===== config.mk =====
export PLATFORM = sky130hd
export DESIGN_NAME = alu4_chain_seq_flat
export DESIGN_NICKNAME = d
export VERILOG_FILES = /design/src/rtl/alu4_chain_seq_if.sv /design/src/rtl/alu4_chain_seq.sv /design/src/flat_wrapper.sv
export SDC_FILE = /design/constraint.sdc
export NUM_CORES = 1
export LEC_CHECK = 0
export ABC_CLOCK_PERIOD_IN_PS = 2600
export CAP_MARGIN = 20
export CORE_ASPECT_RATIO = 0.8
export CORE_MARGIN = 1.5
export CORE_UTILIZATION = 40
export CTS_BUF_LIST = sky130_fd_sc_hd__clkbuf_4
export CTS_CLUSTER_DIAMETER = 60
export CTS_CLUSTER_SIZE = 28
export DETAILED_ROUTE_END_ITERATION = 7
export PLACE_DENSITY = 0.74
export SLEW_MARGIN = 30
export SYNTH_ARGS = -nofsm -noshare
export SYNTH_HDL_FRONTEND = slang
export SYNTH_SLANG_ARGS = --single-unit

===== constraint.sdc =====
create_clock -name clk -period 2.6 [get_ports clk]
set_input_delay 0.39 -clock clk [delete_from_list [all_inputs] [get_ports clk]]
set_output_delay 0.39 -clock clk [all_outputs]
set_load 0.03 [all_outputs]

===== src/rtl/alu4_chain_seq_if.sv =====
// Requester and ALU-slice signals of alu4_chain_seq, bundled into one interface.
// The slave modport is the sequencer. The master modport is the requester plus the alu4 slice.
interface alu4_chain_seq_if #(
    parameter int NIBBLES = 4
);
    localparam int W = 4 * NIBBLES;

    logic         start;
    logic [1:0]   op;
    logic [W-1:0] a;
    logic [W-1:0] b;
    logic         cin;
    logic         busy;
    logic         done;
    logic [W-1:0] result;
    logic         cout;
    logic [3:0]   alu_a;
    logic [3:0]   alu_b;
    logic         alu_c1;
    logic [1:0]   alu_o;
    logic [3:0]   alu_s;
    logic         alu_c2;

    modport master (
        output start, op, a, b, cin, alu_s, alu_c2,
        input  busy, done, result, cout, alu_a, alu_b, alu_c1, alu_o
    );

    modport slave (
        input  start, op, a, b, cin, alu_s, alu_c2,
        output busy, done, result, cout, alu_a, alu_b, alu_c1, alu_o
    );
endinterface


===== src/rtl/alu4_chain_seq.sv =====
// Runs a 4*NIBBLES-bit operation through one shared 4-bit ALU slice.
// Nibbles are processed LSB first, and the carry ripples from one slice to the next, one slice per cycle.
//   state | meaning
//   IDLE  | waiting for start; alu_* driven to 0
//   RUN   | one nibble captured per edge, idx = nibble on the ALU
//   DONE  | done pulse cycle; result/cout valid; start re-accepted here
module alu4_chain_seq #(
    parameter int NIBBLES = 4
) (
    input  logic             clk,
    input  logic             rst,
    alu4_chain_seq_if.slave  bus
);
    localparam int W  = 4 * NIBBLES;
    localparam int IW = $clog2(NIBBLES);

    typedef enum logic [1:0] {IDLE, RUN, DONE} state_t;

    state_t        state_q, state_d;
    logic [IW-1:0] idx_q, idx_d, idx_nxt;
    logic [IW+1:0] sh_cur, sh_nxt;
    logic [W-1:0]  a_q, a_d, b_q, b_d;
    logic [1:0]    op_q, op_d;
    logic          carry_q, carry_d;
    logic [W-1:0]  result_q, result_d;
    logic          cout_q, cout_d;
    logic          busy_q, busy_d;
    logic          done_q, done_d;
    logic [3:0]    alu_a_q, alu_a_d, alu_b_q, alu_b_d;
    logic [1:0]    alu_o_q, alu_o_d;
    logic          last_nib;

    always_comb begin
        state_d  = state_q;
        idx_d    = idx_q;
        a_d      = a_q;
        b_d      = b_q;
        op_d     = op_q;
        carry_d  = carry_q;
        result_d = result_q;
        cout_d   = cout_q;
        busy_d   = busy_q;
        done_d   = 1'b0;
        alu_a_d  = alu_a_q;
        alu_b_d  = alu_b_q;
        alu_o_d  = alu_o_q;
        idx_nxt  = idx_q + IW'(1);
        sh_cur   = {idx_q, 2'b00};
        sh_nxt   = {idx_nxt, 2'b00};
        last_nib = (idx_q == IW'(NIBBLES - 1));

        case (state_q)
            IDLE, DONE: begin
                if (bus.start) begin
                    state_d  = RUN;
                    idx_d    = '0;
                    a_d      = bus.a;
                    b_d      = bus.b;
                    op_d     = bus.op;
                    carry_d  = bus.cin;
                    result_d = '0;
                    cout_d   = 1'b0;
                    busy_d   = 1'b1;
                    alu_a_d  = bus.a[3:0];
                    alu_b_d  = bus.b[3:0];
                    alu_o_d  = bus.op;
                end else begin
                    state_d = IDLE;
                    busy_d  = 1'b0;
                    carry_d = 1'b0;
                    alu_a_d = '0;
                    alu_b_d = '0;
                    alu_o_d = '0;
                end
            end
            RUN: begin
                result_d = (result_q & ~(W'(4'hF) << sh_cur)) | (W'(bus.alu_s) << sh_cur);
                if (last_nib) begin
                    // carry and alu_* keep the last nibble's values through DONE
                    state_d = DONE;
                    idx_d   = '0;
                    cout_d  = bus.alu_c2;
                    busy_d  = 1'b0;
                    done_d  = 1'b1;
                end else begin
                    idx_d   = idx_nxt;
                    carry_d = bus.alu_c2;
                    alu_a_d = 4'(a_q >> sh_nxt);
                    alu_b_d = 4'(b_q >> sh_nxt);
                end
            end
            default: state_d = IDLE;
        endcase
    end

    always_ff @(posedge clk or posedge rst) begin
        if (rst) begin
            state_q  <= IDLE;
            idx_q    <= '0;
            a_q      <= '0;
            b_q      <= '0;
            op_q     <= '0;
            carry_q  <= 1'b0;
            result_q <= '0;
            cout_q   <= 1'b0;
            busy_q   <= 1'b0;
            done_q   <= 1'b0;
            alu_a_q  <= '0;
            alu_b_q  <= '0;
            alu_o_q  <= '0;
        end else begin
            state_q  <= state_d;
            idx_q    <= idx_d;
            a_q      <= a_d;
            b_q      <= b_d;
            op_q     <= op_d;
            carry_q  <= carry_d;
            result_q <= result_d;
            cout_q   <= cout_d;
            busy_q   <= busy_d;
            done_q   <= done_d;
            alu_a_q  <= alu_a_d;
            alu_b_q  <= alu_b_d;
            alu_o_q  <= alu_o_d;
        end
    end

    assign bus.busy   = busy_q;
    assign bus.done   = done_q;
    assign bus.result = result_q;
    assign bus.cout   = cout_q;
    assign bus.alu_a  = alu_a_q;
    assign bus.alu_b  = alu_b_q;
    assign bus.alu_c1 = carry_q;
    assign bus.alu_o  = alu_o_q;
endmodule


===== src/flat_wrapper.sv =====
// flat-port wrapper written by rule: the top's interface ports become plain ports
module alu4_chain_seq_flat 
#(
    parameter int NIBBLES = 4
)
  (clk, rst, bus_start, bus_op, bus_a, bus_b, bus_cin, bus_alu_s, bus_alu_c2, bus_busy, bus_done, bus_result, bus_cout, bus_alu_a, bus_alu_b, bus_alu_c1, bus_alu_o);
  alu4_chain_seq_if #(.NIBBLES(NIBBLES)) bus_i ();
  input  logic clk;
  input  logic rst;
  input wire logic [$bits(bus_i.start)-1:0] bus_start;
  input wire logic [$bits(bus_i.op)-1:0] bus_op;
  input wire logic [$bits(bus_i.a)-1:0] bus_a;
  input wire logic [$bits(bus_i.b)-1:0] bus_b;
  input wire logic [$bits(bus_i.cin)-1:0] bus_cin;
  input wire logic [$bits(bus_i.alu_s)-1:0] bus_alu_s;
  input wire logic [$bits(bus_i.alu_c2)-1:0] bus_alu_c2;
  output wire logic [$bits(bus_i.busy)-1:0] bus_busy;
  output wire logic [$bits(bus_i.done)-1:0] bus_done;
  output wire logic [$bits(bus_i.result)-1:0] bus_result;
  output wire logic [$bits(bus_i.cout)-1:0] bus_cout;
  output wire logic [$bits(bus_i.alu_a)-1:0] bus_alu_a;
  output wire logic [$bits(bus_i.alu_b)-1:0] bus_alu_b;
  output wire logic [$bits(bus_i.alu_c1)-1:0] bus_alu_c1;
  output wire logic [$bits(bus_i.alu_o)-1:0] bus_alu_o;
  assign bus_i.start = bus_start;
  assign bus_i.op = bus_op;
  assign bus_i.a = bus_a;
  assign bus_i.b = bus_b;
  assign bus_i.cin = bus_cin;
  assign bus_i.alu_s = bus_alu_s;
  assign bus_i.alu_c2 = bus_alu_c2;
  assign bus_busy = bus_i.busy;
  assign bus_done = bus_i.done;
  assign bus_result = bus_i.result;
  assign bus_cout = bus_i.cout;
  assign bus_alu_a = bus_i.alu_a;
  assign bus_alu_b = bus_i.alu_b;
  assign bus_alu_c1 = bus_i.alu_c1;
  assign bus_alu_o = bus_i.alu_o;
  alu4_chain_seq #(.NIBBLES(NIBBLES)) u_core (.clk(clk), .rst(rst), .bus(bus_i));
endmodule

==> flow_metrics.env <==
export IMPL_finalCritPeriodShare_pct=77.53
export IMPL_power_uw=4975
export IMPL_drive_gt1_share_pct=12.98
export IMPL_crit_family="flip-flops"
export IMPL_antenna_found_initial=0
export IMPL_htree_levels=3
export IMPL_yosysWarnings=0
export IMPL_first_global_vias=2360
export IMPL_hold_violations=0
export IMPL_gp_congestion=0.7574
export IMPL_final_common_cell="nand2_1"
export IMPL_hp_class="in2async"
export IMPL_die_x_um=98.55
export IMPL_max_freq_mhz=496.1
export IMPL_track_usage_pct=18.92
export IMPL_fp_dieH_um=79.44
export IMPL_rsz0062_at_grt="no"
export IMPL_syn_instance_count=284
export IMPL_ys_types=27
export IMPL_ys_flop_type="dfrtp_1"
export IMPL_postCtsSetupRepairBufs=0
export IMPL_endpoint_kind="flip-flop"
export IMPL_fin_skew_ps=13.14
export IMPL_ys_ff_latch=66
export IMPL_vias_per_cell=5.114
export IMPL_initial_core_util_pct=41.98
export IMPL_ctsHoldBuffers=0
export IMPL_io_pins=73
export IMPL_status="complete, no violations"
export IMPL_synth_net_count=332
export IMPL_first_iter_violations=127
export IMPL_antenna_diode_count=0
export IMPL_finalCriticalPeriod_ps=2016
export IMPL_hold_ws_ps=375.5
export IMPL_cp_max_fo=17
export IMPL_tightest_slew_ps=768.1
export IMPL_worstPathCellList="inv_1 -> ha_1 -> buf_4 -> mux2_2 -> a32oi_1 -> a31oi_1"
export IMPL_clock_latency_ps=400
export IMPL_required_ps=2840
export IMPL_arrival_ps=2250
export IMPL_finalWirelength_um=6648
export IMPL_setup_viol=0
export IMPL_cts_tree="built"
export IMPL_slew_violations=0
export IMPL_cts_resized_gates=0
export IMPL_nNetsFinal=406
export IMPL_final_cell_mix="nand2_1, clkdlybuf4s50_1, dfrtp_1"
export IMPL_synth_edff_count=0
export IMPL_die_area_mm2=0.007829
export IMPL_path_buf_inv=2
export IMPL_syn2layout_area_growth_pct=31.65
export IMPL_place_detailed_hpwl_um=4599
export IMPL_post_route_util_pct=55.27
export IMPL_drt_pass1_iterations=4
export IMPL_clock_path_buffers=2
export IMPL_maxCapViolations=0
export IMPL_clockRootBuffer="clkbuf_4"
export IMPL_grt_pass1_wl_um=11500
export IMPL_ant_nets=0
export IMPL_max_slew_margin_pct=48.69
export IMPL_cpPeakStageDelay_ps=510
export IMPL_syn_area_mm2=0.002922
export IMPL_ir_drop_mv=0.3953
export IMPL_grt_start_max_net_pins=67
export IMPL_drt_wirelength_per_cell_um=14.81
export IMPL_core_rowCount=27
export IMPL_tns_ps=0
export IMPL_avgSynthCellArea_um2=10.29
export IMPL_cts_reportedPaths_clkPinSlew_ps=100
export IMPL_port_buffers=72
export IMPL_core_mm2=0.006959
export IMPL_cts_buffers=9
export IMPL_cts_num_sinks=66
export IMPL_vias=2296
export IMPL_grt_overflow=0
export IMPL_slowest_stage="dfrtp_1"
export IMPL_cp_start_kind="flip-flop"
export IMPL_synth_seq_area_share_pct=56.53
export IMPL_synthArstFlopShare_pct=100.0
export IMPL_drc=0
export IMPL_p_leak_uw=0.001804
export IMPL_path_class="reg2reg"
export IMPL_p_per_area_mw_per_mm2=1293
==> stage by stage <==
| stage | setup slack [ps] | cells | instance area, um^2 |
|---|---|---|---|
| 2_1_floorplan | 555.2 | 284 | 2922 |
| 3_3_place_gp | 717.3 | 434 | 3720 |
| 3_5_place_dp | 602.4 | 434 | 3720 |
| 4_1_cts | 580.6 | 449 | 3846 |
| 5_1_grt | 430.4 | 449 | 3846 |
| 6_report | 584.3 | 449 | 3846 |
==> report_power, final <==
group,internal (uW),total (uW),switching [uW]
clock,304,642,338
combinational,1120,2540,1410
sequential,1510,1790,289
total,2930,4970,2040
==> flip-flops by register name (all words and copies together) (netlist names), 2 cells and up <==
register	count
u_core.b_q	16
u_core.a_q	16
u_core.bus.alu_a	4
u_core.bus.alu_o	2
u_core.bus.alu_b	4
u_core.bus.result	16
u_core.state_q	2
u_core.idx_q	2
==> tightest hold or removal path: stages <==
cell,delay (ps)
clkdlybuf4s50_1,420
inv_2,70
buf_12,290
==> Yosys cell counts (all sizes together) (2+ instances only) <==
cell type,count,area (um^2)
nand2,108,405.4
dfrtp,66,1652
nor2b,3,21.27
a22o,10,87.58
nor3,2,10.01
o31ai,2,15.01
a21oi,4,35.03
inv,3,11.26
mux2,16,180.2
nor2,10,37.54
a32o,8,80.08
a31oi,9,56.30
ha,5,62.56
nand3,2,10.01
o21ai,3,18.77
nand2b,2,12.51
and2,2,12.51
buf,17,112.6
a32oi,8,70.07
==> layout make-up <==
class	count	area, um^2
sequential	66	1652
multi-input combinational	197	1147
timing repair buffer	81	800.8
inverter	3	11.26
clock buffer	11	82.58
fill	614	3113
clock inverter	4	43.79
tap	87	108.9
==> per-layer routing <==
layer	wire [um]	global-route usage, %
met1	2951	25.47
met2	3292	29.73
met3	405	6.480
met4	0	4.366
met5	0	0
==> cell families after synthesis <==
kind of cell / synth area share [%]
multiplexers: 6.167
adder cells (fa/ha/maj): 2.141
AO/OA/AOI/OAI: 12.63
buffers and inverters: 4.368
flip-flops: 56.53
AND/OR/NAND/NOR: 18.16
==> final timing paths <==
path                            cells past startpoint                   end             from  slack [ps]
worst max-delay path                                6   u_core.bus.alu_b[2]  u_core.idx_q[0]         580
worst min-delay path                                3   u_core.bus.alu_b[3]              rst         380
worst max register to register                      6   u_core.bus.alu_b[2]  u_core.idx_q[0]         580
worst min register to register                      2         u_core.a_q[7]    u_core.a_q[7]         480
max in group asynchronous                           3  u_core.bus.result[6]              rst        1940
min in group clk                                    2         u_core.a_q[7]    u_core.a_q[7]         480
(Power assumes the default switching activity.)
